[src/rtl/rr_bus_mux.sv]
// K-source arbitrated bus multiplexer with a one-entry registered output stage.
// The arbiter is round-robin or fixed-priority, and the output uses a valid/ready handshake.
//
// state | meaning
// EMPTY | output register holds no beat, out_valid=0
// FULL  | output register holds a beat, out_valid=1
module rr_bus_mux #(
  parameter int N  = 16,
  parameter int K  = 4,
  parameter int RR = 1,
  parameter int SW = 2
) (
  input  logic           clock,
  input  logic           resetn,
  input  logic [K-1:0]   req,
  input  logic [K*N-1:0] data_in,
  output logic [K-1:0]   grant,
  output logic           out_valid,
  input  logic           out_ready,
  output logic [N-1:0]   out_data,
  output logic [SW-1:0]  out_src
);

  typedef enum logic {EMPTY = 1'b0, FULL = 1'b1} state_t;

  state_t        state, state_nxt;
  logic [SW-1:0] ptr, ptr_nxt, winner, idx;
  logic          found, any_req, load;
  logic [N-1:0]  win_data;

  // The search starts at ptr and wraps modulo K. Fixed priority always starts at 0.
  always_comb begin
    winner = '0;
    found  = 1'b0;
    idx    = '0;
    for (int o = 0; o < K; o++) begin
      if (RR != 0) idx = SW'((int'(ptr) + o) % K);
      else         idx = SW'(o);
      if (!found && req[idx]) begin
        found  = 1'b1;
        winner = idx;
      end
    end
  end

  always_comb begin
    win_data = '0;
    for (int i = 0; i < K; i++)
      if (winner == SW'(i)) win_data = data_in[i*N +: N];
  end

  assign any_req = |req;
  assign load    = any_req & (~out_valid | out_ready);
  assign ptr_nxt = SW'((int'(winner) + 1) % K);

  always_comb begin
    grant = '0;
    if (load && resetn) grant = K'(1) << winner;
  end

  // State register
  always_ff @(posedge clock or negedge resetn) begin
    if (!resetn) state <= EMPTY;
    else         state <= state_nxt;
  end

  // Next-state logic
  always_comb begin
    state_nxt = state;
    case (state)
      EMPTY:   if (load) state_nxt = FULL;
      FULL:    if (out_ready && !any_req) state_nxt = EMPTY;
      default: state_nxt = EMPTY;
    endcase
  end

  // Output logic
  always_comb begin
    out_valid = (state == FULL);
  end

  always_ff @(posedge clock or negedge resetn) begin
    if (!resetn) begin
      out_data <= '0;
      out_src  <= '0;
    end else if (load) begin
      out_data <= win_data;
      out_src  <= winner;
    end
  end

  // The pointer only advances for round-robin. It stays at zero under fixed priority.
  always_ff @(posedge clock or negedge resetn) begin
    if (!resetn)               ptr <= '0;
    else if (RR != 0 && load)  ptr <= ptr_nxt;
  end

endmodule

[config.mk]
export PLATFORM = sky130hd
export DESIGN_NAME = rr_bus_mux
export DESIGN_NICKNAME = d
export VERILOG_FILES = /design/src/rtl/rr_bus_mux.sv
export SDC_FILE = /design/constraint.sdc
export NUM_CORES = 1
export LEC_CHECK = 0
export ABC_AREA = 1
export CORE_ASPECT_RATIO = 0.7
export CORE_MARGIN = 2
export CORE_UTILIZATION = 41
export DETAILED_ROUTE_END_ITERATION = 12
export PLACE_DENSITY = 0.94
export SLEW_MARGIN = 25
export SYNTH_ARGS = -nofsm -noshare
export SYNTH_HDL_FRONTEND = slang
export SYNTH_SLANG_ARGS = --single-unit
[constraint.sdc]
create_clock -name clock -period 3.5 [get_ports clock]
set_input_delay 0.35 -clock clock [delete_from_list [all_inputs] [get_ports clock]]
set_output_delay 0.35 -clock clock [all_outputs]
set_load 0.01 [all_outputs]
==> metrics, run 1 <==
Hold WC Path Type=in -> async; worst setup path startpoint=ptr[0]; number of remaining DRC errors=0; cells taking the most area after synthesis=sky130_fd_sc_hd__dfrtp_1 (33%), sky130_fd_sc_hd__nand2_1 (17%), sky130_fd_sc_hd__a21oi_1 (15%); cell at the slowest stage of the critical path=sky130_fd_sc_hd__dfrtp_1; Die Span X=78.4 µm; run status=finished, final reports clean; Clock Latency Late Sink=260 ps; mean post-synth cell area=6.77 µm²; I/O Buffers=93; global-route usage over all layers=23.5%; nets@finish=403; die footprint=4400 µm²; RSZ-0062 raised after global routing=false; slew at the pin closest to its max-slew limit=424 ps; number of placement rows=18; DRC marker count from the first detailed-route iteration=109; routed wirelength normalized by instance count=13.8 µm; Multi-input gate area=931 µm²; antenna violations before repair=0; share of synthesized flip-flops with an asynchronous set or reset=100%; filler cell count=291; total standard cell area after synthesis=1590 µm²; R2R Path Start=ptr[0]; H-Tree Level Count=1; number of vias per cell after detailed routing=5.22; worst path buffer plus inverter count=5; layout cells sized above 1=8.87%; endpoints failing setup=0; CORE AREA=3630 µm²; Overflow after GRT=0; Reg-to-Reg End=out_data[6]; number of top-level design ports=94; leakage power figure=1.16 nW; final max-slew violation count=0; cell family with the largest share of critical-path delay=buffers and inverters; via count of the first global-routing pass=1788; CTS clk-pin slew, worst paths=70 ps; final worst-path cycle share=90.9%; number of synthesized flops with an enable pin=0; utilization of the core after routing=72.2%; TritonCTS buffer count=3; Initial DRT Pass Iterations=4; maximum net fanout on the critical path=12; synthesis warning total=0; post-cts resize count=0; WP data required=3150 ps; most frequent cell after synthesis=sky130_fd_sc_hd__nand2_1; number of setup buffers added after CTS=0; Rel. slew slack=71.7%; kind of end point of the critical path=output pin; maximum clock rate=0.314 GHz; number of stages on the worst setup path=15; worst clock skew=3.26 ps; Final Total Pwr=2.75 mW; synthesized netlist net count=310; Post-Syn Instances=235; maximum number of pins on one net before global-route repair=23; global-route wire length before repair=8220 µm; data arrival time at the worst-slack endpoint=2830 ps; worst setup path endpoint=grant[1]; most area-hungry cell type in the Yosys netlist=sky130_fd_sc_hd__dfrtp_1; Synth top cells by count=sky130_fd_sc_hd__nand2_1 (70), sky130_fd_sc_hd__a21oi_1 (48), sky130_fd_sc_hd__nor2_1 (22); final setup TNS=0 ps; chip height=56.1 µm; post-synth cell types=21; post-synthesis register bit count=21; DPL Wire Length=3990 µm; cells along the critical path=inv_2, nand2_1, nand2_1, nand2_1, nand2_2, nor2_4, nand2_1, nand3_2, nand2_2, inv_2, ha_1, buf_4, inv_1, nor2_1, clkdlybuf4s50_1; Worst VDD drop=569 µV; clock tree from TritonCTS=done; clock period minus final worst setup slack=3180 ps; number of max-cap violations=0; number of buffers inserted for hold repair after clock tree synthesis=0; critical path class=reg -> out; antenna viol nets, final=0; Main synth FF type=sky130_fd_sc_hd__dfrtp_1; most frequent cell on the critical path=sky130_fd_sc_hd__nand2_1; via total after detailed routing=1969; layout overhead on the synthesized area=64.7%; maximum buffer depth of the clock tree=2; cell count of the worst reg-to-reg path=16; Cell Pwr Density=1050 nW/µm²; starting density of the core=43.9%; clock root cell=sky130_fd_sc_hd__clkbuf_8; storage element area=526 µm²; Final Hold Vio Count=0; Antenna Diode Count=0; stage delay of the slowest cell on the critical path=580 ps; final routed wirelength across all metal layers=5220 µm; count of clock tree sinks=21; placer's final routability congestion estimate=0.873; WHS=463 ps; Seq/Total Area, Yosys=33.0%; area fraction of the dominant cell type after synthesis=33.0%; launching element type of the critical path=register; flop2flop setup slack=800 ps
-- cell type report --
cell class	count	area share [%]
multi-input cells	185	35.5
clock buffers	4	1.72
well taps	50	2.39
flip-flops and latches	21	20.1
repair buffers	102	38.1
inverters	15	2.15
-- registers in the layout, indices dropped and copies added (netlist names) --
signal	cells
out_data	16
out_src	2
out_valid	1
ptr	2
-- metal layers --
layer / wire [µm] / global-route usage [%]
met5: 0 / 0
met3: 589 / 8.44
met1: 2260 / 30.3
met4: 38 / 2.76
met2: 2330 / 39.0
-- metrics by stage --
stage / cell area (µm²) / std cells / worst slack, ps
final: 2620 / 377 / 320
after global routing: 2620 / 377 / 121
after CTS: 2620 / 377 / 337
after detailed placement: 2570 / 373 / 536
after global placement: 2570 / 373 / 610
after floorplan: 1590 / 235 / 1100
-- where the power goes --
part	internal (mW)	total (mW)	switching (mW)	leakage (nW)
logic	0.910	2.14	1.23	0.897
clock network	0.0810	0.156	0.0755	0.0228
registers	0.371	0.460	0.0898	0.243
total	1.36	2.75	1.39	1.16
-- cells in the final DEF, fill, tap and decap left out --
master                            count
sky130_fd_sc_hd__clkdlybuf4s50_1     93
sky130_fd_sc_hd__nand2_1             70
sky130_fd_sc_hd__a21oi_1             48
sky130_fd_sc_hd__nor2_1              22
sky130_fd_sc_hd__dfrtp_1             21
sky130_fd_sc_hd__o211ai_1            16
sky130_fd_sc_hd__inv_1                9
sky130_fd_sc_hd__buf_4                9
sky130_fd_sc_hd__nand3_1              8
sky130_fd_sc_hd__nand2_2              6
sky130_fd_sc_hd__inv_2                4
sky130_fd_sc_hd__ha_1                 4
sky130_fd_sc_hd__nand3_2              3
sky130_fd_sc_hd__o21ai_0              3
sky130_fd_sc_hd__clkbuf_8             3
sky130_fd_sc_hd__nor2_4               2
sky130_fd_sc_hd__clkinv_1             2
sky130_fd_sc_hd__nand2_4              1
sky130_fd_sc_hd__o211ai_2             1
sky130_fd_sc_hd__nand4_1              1
sky130_fd_sc_hd__clkbuf_1             1
-- cell families (layout without fill, tap and decap cells) --
kind of cell / count (synthesis) / in the layout / synth area share (%)
and+or+nand+nor: 113 / 113 / 31.0
AOI/OAI and AO/OA: 68 / 68 / 24.4
buffers and inverters: 29 / 121 / 8.42
DFF: 21 / 21 / 33.0
adders and majority gates: 4 / 4 / 3.15
-- how the worst min path moves through the flow --
stage / start / endpoint / slack [ps] / cells after the start
6_report: resetn / out_data[3] / 460 / 2
5_1_grt: resetn / out_data[3] / 490 / 2
4_1_cts: resetn / out_valid / 470 / 2
3_5_place_dp: out_src[0] / out_src[0] / 470 / 2
3_3_place_gp: out_src[0] / out_src[0] / 460 / 2
2_1_floorplan: resetn / out_data[0] / 50 / 0
-- worst reg2reg max path, stage by stage (launching register included) --
cell and delay [ps]:
sky130_fd_sc_hd__dfrtp_1 580, sky130_fd_sc_hd__inv_2 160, sky130_fd_sc_hd__nand2_1 110, sky130_fd_sc_hd__nand2_1 50, sky130_fd_sc_hd__nand2_1 90, sky130_fd_sc_hd__nand2_2 100
sky130_fd_sc_hd__nor2_4 130, sky130_fd_sc_hd__nand3_1 90, sky130_fd_sc_hd__nand3_2 120, sky130_fd_sc_hd__inv_1 70, sky130_fd_sc_hd__ha_1 170, sky130_fd_sc_hd__buf_4 170
sky130_fd_sc_hd__nor2_4 370, sky130_fd_sc_hd__nand2_1 100, sky130_fd_sc_hd__nand2_1 80, sky130_fd_sc_hd__o211ai_1 80, sky130_fd_sc_hd__a21oi_1 140
No activity file was read; power rests on OpenSTA's default activity.
==> inputs of run 2 (changes only) <==
Settings changed: ABC_AREA 1 to not set, CORE_UTILIZATION 41 to 40.
Clock period 3.5 ns to 3.7 ns, I/O delays scaled along.
==> run 2 against run 1 <==
Effect of this change:
- utilization fell by 4.0 points
- flip-flop and latch count stayed put
- non-clock buffer count fell by 3
- register-to-register slack improved by 350 ps
- power decreased by 46%
- sequential power shrank 12%
==> metrics, run 2 <==
run status=finished, final reports clean; number of top-level design ports=94; Synth Area in Adders=3.26%; CORE AREA=3600 µm²; antenna violations before repair=0; Hold WC Path Type=in -> async; worst clock skew=2.10 ps; I/O Buffers=93; number of remaining DRC errors=0; layout overhead on the synthesized area=59.9%; Final Hold Vio Count=0; Synth top cells by count=sky130_fd_sc_hd__a21oi_1 (25), sky130_fd_sc_hd__dfrtp_1 (21), sky130_fd_sc_hd__inv_1 (19); cell at the slowest stage of the critical path=sky130_fd_sc_hd__clkdlybuf4s50_1; clock root cell=sky130_fd_sc_hd__clkbuf_8; flip-flop count of the largest register, all copies and words added=16; Rel. slew slack=52.1%; cells along the critical path=clkdlybuf4s50_1, nor2b_1, nor3b_1, o22ai_1, inv_1, ha_1, and3_1, clkdlybuf4s50_1; H-Tree Level Count=1; number of buffers inserted for hold repair after clock tree synthesis=0; final worst-path cycle share=84.1%; nets@finish=334; placer's final routability congestion estimate=0.816; most frequent cell after synthesis=sky130_fd_sc_hd__a21oi_1; most common library cell in the layout ignoring fill and taps=sky130_fd_sc_hd__clkdlybuf4s50_1; Post-Syn Instances=170; starting density of the core=42.6%; share of synthesized flip-flops with an asynchronous set or reset=100%; number of placement rows=18; launching element type of the critical path=input pin; die footprint=4360 µm²; RSZ-0062 raised after global routing=false; global-route usage over all layers=21.7%; worst setup path startpoint=req[0]; chip height=55.9 µm; Post-Synth XOR/XNOR Area=0%; slew at the pin closest to its max-slew limit=718 ps; post-synthesis share of cell area spent on and, or, nand and nor gates=12.9%; utilization of the core after routing=68.2%; Seq/Total Area, Yosys=34.2%; layout cells sized above 1=8.14%; Finished Cell Area=2460 µm²; largest family of logic cells by synthesized area=compound AO/OA/AOI/OAI gates; Int Power=907 µW; synthesized netlist net count=245; Overflow after GRT=0; number of max-cap violations=0; Antenna Diode Count=0; portion of total power attributed to combinational logic=63.0%; R2R Path Start=ptr[0]; Clock Latency Late Sink=250 ps; global-route wire length before repair=7470 µm; total standard cell area after synthesis=1540 µm²; cell count of the worst reg-to-reg path=9; DRC marker count from the first detailed-route iteration=72; worst path buffer plus inverter count=3; endpoints failing setup=0; fraction of power spent switching nets=38.8%; clock network fraction of design power=9.7%; final routed wirelength across all metal layers=4650 µm; commonest cells after routing, fill and taps aside=sky130_fd_sc_hd__clkdlybuf4s50_1 (93), sky130_fd_sc_hd__a21oi_1 (25), sky130_fd_sc_hd__dfrtp_1 (21), sky130_fd_sc_hd__inv_1 (19), sky130_fd_sc_hd__nor2_1 (18); Initial DRT Pass Iterations=4; post-synthesis register bit count=21; critical path class=in -> out; cell family with the largest share of critical-path delay=buffers and inverters; Worst VDD drop=329 µV; routed wirelength normalized by instance count=15.1 µm; DPL Wire Length=3540 µm; number of vias per cell after detailed routing=5.35; via total after detailed routing=1648; post-cts resize count=0; most area-hungry cell type in the Yosys netlist=sky130_fd_sc_hd__dfrtp_1; sequential fraction of design power=27.3%; number of synthesized flops with an enable pin=0; area post-placement=2410 µm²; count of clock tree sinks=21; synthesized-area fraction occupied by ao, oa, aoi and oai cells=33.6%; via count of the first global-routing pass=1592; kind of end point of the critical path=output pin; switching power=576 µW; CTS clk-pin slew, worst paths=70 ps; TritonCTS buffer count=3; leakage power figure=1.05 nW; clock period minus final worst setup slack=3110 ps; maximum clock rate=0.321 GHz; mean post-synth cell area=9.04 µm²; worst setup margin=590 ps; Cell Pwr Density=603 nW/µm²; clock tree from TritonCTS=done; Reg-to-Reg End=out_data[9]; Die Span X=78.1 µm; maximum net fanout on the critical path=10; stage delay of the slowest cell on the critical path=530 ps; multiplexer area fraction after synthesis=0.733%; area fraction of the dominant cell type after synthesis=34.2%; Biggest register=out_data; largest registers=out_data: 16 flops, out_src: 2 flops, ptr: 2 flops; number of setup buffers added after CTS=0; data arrival time at the worst-slack endpoint=2740 ps; maximum buffer depth of the clock tree=2; post-synth cell types=29; WP data required=3330 ps; final setup TNS=0 ps; antenna viol nets, final=0; Post-Place Setup Slack=532 ps; cells taking the most area after synthesis=sky130_fd_sc_hd__dfrtp_1 (34%), sky130_fd_sc_hd__a211o_1 (8.6%), sky130_fd_sc_hd__a221oi_1 (8.6%); most frequent cell on the critical path=sky130_fd_sc_hd__clkdlybuf4s50_1; final max-slew violation count=0; Main synth FF type=sky130_fd_sc_hd__dfrtp_1; maximum number of pins on one net before global-route repair=33; synthesis warning total=0; flop2flop setup slack=1150 ps
-- run 2: stage by stage --
stage	hold slack [ps]	cells	power [mW]
final	401	308	1.48
after global routing	416	308	1.60
after CTS	408	308	1.50
after detailed placement	473	304	1.34
after global placement	483	304	1.32
after floorplan	74.4	170	1.01
-- run 2: cell families after synthesis --
family                     after synthesis
muxes                                    1
AOI/OAI and AO/OA                       71
adders and majority gates                4
buffers and inverters                   34
and+or+nand+nor                         39
DFF                                     21
-- run 2: per-layer routing --
metal	wire, µm	global-route usage, %	up-vias
met5	0	0	-
met3	480	7.63	10
met4	57	5.01	0
met1	1980	27.3	759
li1	-	-	789
met2	2140	35.7	90
-- run 2: power groups by stage --
stage | Combinational [mW] | Sequential (mW) | Clock, mW
6_report | 0.934 | 0.404 | 0.144
5_1_grt | 1.02 | 0.417 | 0.162
4_1_cts | 0.941 | 0.404 | 0.152
3_5_place_dp | 0.938 | 0.406 | 0
3_3_place_gp | 0.917 | 0.404 | 0
2_1_floorplan | 0.567 | 0.446 | 0
-- run 2: cell type report --
cell class	count	area [µm²]
fillers	304	1150
repair buffers	99	976
multi-input cells	115	777
flip-flops and latches	21	526
inverters	19	71.3
well taps	50	62.6
clock buffers	4	45.0
-- run 2: worst max-delay path by stage --
stage                   to  slack, ps  depth (start not counted)
5_1_grt           grant[1]        380                          8
4_1_cts           grant[1]        580                          7
3_3_place_gp      grant[1]        700                          8
2_1_floorplan  out_data[3]       1600                         11
6_report          grant[1]        590                          8
3_5_place_dp   out_data[9]        530                         10
-- run 2: worst register-to-register path, stage by stage (launching register included) --
cell and delay (ps):
sky130_fd_sc_hd__dfrtp_1 400, sky130_fd_sc_hd__nor2b_1 150, sky130_fd_sc_hd__nor3b_1 70, sky130_fd_sc_hd__o22ai_1 320, sky130_fd_sc_hd__inv_1 130, sky130_fd_sc_hd__ha_1 380
sky130_fd_sc_hd__nor2b_4 420, sky130_fd_sc_hd__a221oi_1 180, sky130_fd_sc_hd__a211o_1 310, sky130_fd_sc_hd__a21oi_2 110
